<file path="src/rtl/debug_stream_controller.sv">
// Handshaked debug streamer for the Connect Four core: single-beat cell/status reads and a
// multi-beat board snapshot dump. Define DEBUG_CHECKSUM_EN to append an XOR checksum beat to dumps.
module debug_stream_controller #(
  parameter int ROWS   = 8,
  parameter int COLS   = 8,
  parameter int CELL_W = 2
) (
  input  logic                        clk,
  input  logic                        rst,
  input  logic                        e_debug,
  input  logic [ROWS*COLS*CELL_W-1:0] board_in,
  input  logic [2:0]                  current_col,
  input  logic [1:0]                  winner,
  input  logic [7:0]                  uio_in,
  input  logic                        cmd_stb,
  input  logic                        ack,
  output logic [7:0]                  uio_out,
  output logic [7:0]                  uio_oe,
  output logic                        resp_valid,
  output logic                        resp_last,
  output logic                        busy
);

  localparam int NCELLS = ROWS * COLS;
  localparam int NBEATS = (NCELLS + 2) / 3;
  localparam int SNAP_W = NBEATS * 6;
  localparam int CNT_W  = (NBEATS > 1) ? $clog2(NBEATS) : 1;
  localparam logic [CNT_W-1:0] LAST_BEAT = CNT_W'(NBEATS - 1);

  typedef enum logic [1:0] {
    S_IDLE,
    S_SINGLE,
    S_DUMP
`ifdef DEBUG_CHECKSUM_EN
    , S_CSUM
`endif
  } state_t;

  typedef enum logic [1:0] {
    CMD_NOP,
    CMD_READ_CELL,
    CMD_READ_STATUS,
    CMD_DUMP
  } cmd_t;

  state_t            state_q, state_d;
  logic [CNT_W-1:0]  cnt_q, cnt_d;
  logic [5:0]        single_q, single_d;
  logic [SNAP_W-1:0] snap_q, snap_d;
`ifdef DEBUG_CHECKSUM_EN
  logic [5:0]        csum_q, csum_d;
`endif

  cmd_t             cmd;
  logic [2:0]       arg_row;
  logic [2:0]       arg_col;
  logic [CELL_W-1:0] cell_data;
  logic [5:0]       beat_data;
  logic [5:0]       resp_data;

  assign cmd     = cmd_t'(uio_in[1:0]);
  assign arg_row = uio_in[7:5];
  assign arg_col = uio_in[4:2];

  // Scanning only in-range cells makes out-of-range row/col addresses read back as zero.
  always_comb begin
    cell_data = '0;
    for (int i = 0; i < NCELLS; i++) begin
      if ((int'(arg_row) == i / COLS) && (int'(arg_col) == i % COLS))
        cell_data = board_in[i*CELL_W +: CELL_W];
    end
  end

  // The snapshot register is zero-padded past the last cell, so partial final beats pad with 0.
  assign beat_data = snap_q[6*int'(cnt_q) +: 6];

  always_comb begin
    // NOTE: every signal gets a default before any branch, so no path can infer a latch.
    state_d  = state_q;
    cnt_d    = cnt_q;
    single_d = single_q;
    snap_d   = snap_q;
`ifdef DEBUG_CHECKSUM_EN
    csum_d   = csum_q;
`endif
    if (!e_debug) begin
      state_d = S_IDLE;
      cnt_d   = '0;
    end else begin
      case (state_q)
        S_IDLE: begin
          if (cmd_stb) begin
            case (cmd)
              CMD_READ_CELL: begin
                state_d  = S_SINGLE;
                single_d = 6'(cell_data);
              end
              CMD_READ_STATUS: begin
                state_d  = S_SINGLE;
                single_d = {1'b0, winner, current_col};
              end
              CMD_DUMP: begin
                state_d = S_DUMP;
                cnt_d   = '0;
                snap_d  = SNAP_W'(board_in);
`ifdef DEBUG_CHECKSUM_EN
                csum_d  = '0;
`endif
              end
              default: state_d = S_IDLE;
            endcase
          end
        end
        S_SINGLE: begin
          if (ack) state_d = S_IDLE;
        end
        S_DUMP: begin
          if (ack) begin
`ifdef DEBUG_CHECKSUM_EN
            csum_d = csum_q ^ beat_data;
`endif
            if (cnt_q == LAST_BEAT) begin
              cnt_d = '0;
`ifdef DEBUG_CHECKSUM_EN
              state_d = S_CSUM;
`else
              state_d = S_IDLE;
`endif
            end else begin
              cnt_d = cnt_q + CNT_W'(1);
            end
          end
        end
`ifdef DEBUG_CHECKSUM_EN
        S_CSUM: begin
          if (ack) state_d = S_IDLE;
        end
`endif
        default: state_d = S_IDLE;
      endcase
    end
  end

  always_ff @(posedge clk or posedge rst) begin
    if (rst) begin
      // NOTE: the snapshot is reset too, so a dump interrupted by reset leaves no stale board behind.
      state_q  <= S_IDLE;
      cnt_q    <= '0;
      single_q <= '0;
      snap_q   <= '0;
`ifdef DEBUG_CHECKSUM_EN
      csum_q   <= '0;
`endif
    end else begin
      // NOTE: non-blocking assignments so every register samples pre-edge values.
      state_q  <= state_d;
      cnt_q    <= cnt_d;
      single_q <= single_d;
      snap_q   <= snap_d;
`ifdef DEBUG_CHECKSUM_EN
      csum_q   <= csum_d;
`endif
    end
  end

  always_comb begin
    resp_data = '0;
    resp_last = 1'b0;
    case (state_q)
      S_SINGLE: begin
        resp_data = single_q;
        resp_last = 1'b1;
      end
      S_DUMP: begin
        resp_data = beat_data;
`ifndef DEBUG_CHECKSUM_EN
        resp_last = (cnt_q == LAST_BEAT);
`endif
      end
`ifdef DEBUG_CHECKSUM_EN
      S_CSUM: begin
        resp_data = csum_q;
        resp_last = 1'b1;
      end
`endif
      default: begin
        resp_data = '0;
        resp_last = 1'b0;
      end
    endcase
  end

  assign resp_valid = (state_q != S_IDLE);
  assign busy       = (state_q != S_IDLE);
  assign uio_out    = {resp_data, 2'b00};
  assign uio_oe     = resp_valid ? 8'hFC : 8'h00;

endmodule

</file>
<file path="config.mk">
export PLATFORM = sky130hd
export DESIGN_NAME = debug_stream_controller
export DESIGN_NICKNAME = d
export VERILOG_FILES = /design/src/rtl/debug_stream_controller.sv
export SDC_FILE = /design/constraint.sdc
export NUM_CORES = 1
export LEC_CHECK = 0
export ABC_AREA = 1
export CORE_MARGIN = 1
export CORE_UTILIZATION = 35
export CTS_BUF_LIST = sky130_fd_sc_hd__clkbuf_8
export CTS_CLUSTER_DIAMETER = 80
export DETAILED_ROUTE_END_ITERATION = 12
export SLEW_MARGIN = 20
export SYNTH_ARGS = -nofsm -noshare
export SYNTH_HDL_FRONTEND = slang
export SYNTH_SLANG_ARGS = --single-unit
</file>
<file path="constraint.sdc">
create_clock -name clk -period 4.1 [get_ports clk]
set_clock_uncertainty 0.05 [all_clocks]
set_input_delay 0.41 -clock clk [delete_from_list [all_inputs] [get_ports clk]]
set_output_delay 0.41 -clock clk [all_outputs]
set_load 0.01 [all_outputs]
</file>
==> run metrics <==
RSZ-0062 raised after global routing=yes; initial antenna violation count=0; CP max-delay cell=nand4_1; RR Startpoint=state_q[0]; FF-to-FF setup slack=1.73 ns; leakage=4.61 nW; fin crit share=0.895; Total Routed Length=27,300 microns; Comb power frac=0.266; TritonCTS buffer count=17; VDD IR max=0.254 mV; Max-Cap Viols=0; gp weighted congestion=0.925; vias post-DR=7,988; run status=complete, no violations; crit-path max FO=4; Die Height=154 microns; RR Endpoint=snap_q[18]; Initial Util=0.357; hold_buf cts=0; maximum buffer depth of the clock tree=2; DIE WIDTH=154 microns; sequential share of power=0.434; WL per Instance=17.7 microns; crit path launch type=input pin; CP arrival=3.99 ns; CP Capture Point=single_q[0]; Power Density=427 nW/um^2; Hold/Removal Path Class=in2reg; Critical path origin=uio_in[3]; IO Port Bufs=160; minimum clock period=3.67 ns; Net Sw Frac=0.308; Synth Register Bits=140; hold path start=board_in[10]; Total Routing Usage GR=0.235; gr ovfl total=0; Detail Route Antenna Nets=0; number of H-tree levels=4; syn_area_per_cell=7.57 sq um; setup violators final=0; ant diodes=0; ys flop type=dfrtp_1; final setup margin=0.431 ns; Setup CP Type=in2reg; Synth area leader=dfrtp_1; DIE AREA=23,700 sq um; Seq/Total Area, Yosys=0.433; number of cell rows=55; CTS clock-pin slew for the worst setup and hold paths=0.09 ns; CTS Root Cell=clkbuf_8; Yosys warning count=0; Required @ worst endpoint=4.42 ns; Synth top area share=0.433; TritonRoute pass-1 iters=5; Most Frequent Cell on Critical Path=nand4_1; CP endpoint kind=flip-flop; most frequent cells in the layout=207 x nand2_1, 148 x clkdlybuf4s50_1, 146 x o21ai_0; clk sinks=140; top cells by area, synth=dfrtp_1 43%, nand2_1 9.7%, o21ai_0 9.0%, mux2_2 6.7%, a21oi_1 5.8%; Clock power frac=0.300; nets@finish=1,402; Psw=1.43 mW; Final HPWL DP=19,900 microns; TritonCTS clock tree=built; Hold Crit Depth=3; Pwr Total=4.64 mW; maximum clock rate=273 MHz; DRC=0; vias in the first global route=7,678; number of synthesized flops with an enable pin=0; Slew @ Worst Pin=0.922 ns; Cells after Synth=1,068; Detailed Route Iter0 Violations=642; area of the mapped netlist=8090 sq um; Crit path largest cell delay=0.16 ns; layout cells sized above 1=0.140; largest net degree at the start of global routing=126; Hold Fails Final Rpt=0; worst slack, placed=-0.268 ns; clock latency on the worst-skew pair=0.46 ns; max_slew headroom=0.384; Core ar.=22,600 sq um; Reg2Reg Depth=6; Slew Viols, Final=0; cell-internal power=3.21 mW; I/O pin count=165; FFs w/ async S/R, synth=1.00; Area growth syn-to-layout=34.1%; most common cell after layout, fill and taps aside=nand2_1; Distinct cells, synth=33; via/cell ratio=5.17; global-route wire length before repair=42,400 microns
-- per-layer routing --
metal / track usage / vias to the layer above / share of wire
li1: - / 3874 / -
met1: 0.317 / 3782 / 0.45
met2: 0.372 / 282 / 0.46
met3: 0.0459 / 50 / 0.064
met4: 0.0914 / 0 / 0.029
met5: 0 / - / 0
-- flip-flops by register name, summed over array words and instances (netlist names) --
signal    cells
state_q       2
cnt_q         5
snap_q      128
single_q      5
-- Yosys cell counts, types with 2 or more instances --
| master | count |
|---|---|
| inv_1 | 111 |
| o211ai_1 | 9 |
| nor3_2 | 3 |
| or2_2 | 2 |
| inv_2 | 10 |
| a21oi_1 | 94 |
| buf_1 | 6 |
| nor3b_1 | 9 |
| nand2_1 | 209 |
| clkinv_1 | 5 |
| dfrtp_1 | 140 |
| buf_4 | 12 |
| o21ai_0 | 146 |
| mux2_2 | 48 |
| clkbuf_1 | 41 |
| nor2_1 | 106 |
| nand3_2 | 4 |
| o22ai_1 | 4 |
| nor3_1 | 16 |
| nand3_1 | 44 |
| nand4_1 | 28 |
| ha_1 | 8 |
| o21a_1 | 2 |
| a21boi_0 | 2 |
-- what timing repair did --
item / CTS / global route
setup endpoints to repair: 0 / 2
gates resized for setup: 0 / 56
buffers inserted: 0 / 5
-- through the flow --
stage,TNS (ns),cell area [sq um],utilization,hold WS [ns],cells
finish,0,10800,0.479,0.198,1546
global route,-0.0494,10800,0.479,0.188,1546
CTS,0,10700,0.473,0.452,1541
detailed placement,-0.499,10200,0.452,0.432,1509
global placement,-0.379,10200,0.452,0.430,1509
floorplan,0,8100,-,0.399,1071
-- area by class of cell --
class	count	area (sq um)
Clock buffer	18	248
Clock inverter	14	239
Inverter	126	487
Multi-Input combinational cell	746	3910
Timing Repair Buffer	217	2100
Fill cell	2252	11800
Tap cell	285	357
Sequential cell	140	3500
-- cells by family (layout without fill, tap and decap cells) --
logic type | after synthesis | in the layout | share of synthesized area
simple gates | 425 | 425 | 0.228
other cells | 1 | 4 | 0.000464
flops | 140 | 140 | 0.433
buf+inv | 185 | 375 | 0.0914
compound gates | 261 | 261 | 0.168
mux | 48 | 48 | 0.0668
fa+ha+maj | 8 | 8 | 0.0124
-- power by group through the flow --
| stage | Combinational, mW | Sequential, mW | Clock [mW] |
|---|---|---|---|
| floorplan | 0.761 | 1.99 | 0 |
| global placement | 1.19 | 2.02 | 0 |
| finish | 1.23 | 2.01 | 1.39 |
| global route | 1.38 | 2.06 | 1.47 |
| detailed placement | 1.21 | 2.04 | 0 |
| CTS | 1.22 | 2.01 | 1.41 |
-- worst max-delay path, delay by kind of cell --
kind          cells  cell delay (ns)
buf+inv           4             0.52
simple gates     34             3.06
-- worst min path at each step --
| stage | endpoint | slack, ns |
|---|---|---|
| final | snap_q[10] | 0.20 |
| after global routing | snap_q[2] | 0.19 |
| after CTS | snap_q[49] | 0.45 |
| after detailed placement | snap_q[49] | 0.43 |
| after global placement | snap_q[25] | 0.43 |
| after floorplan | single_q[0] | 0.40 |
(Power assumes the default switching activity.)
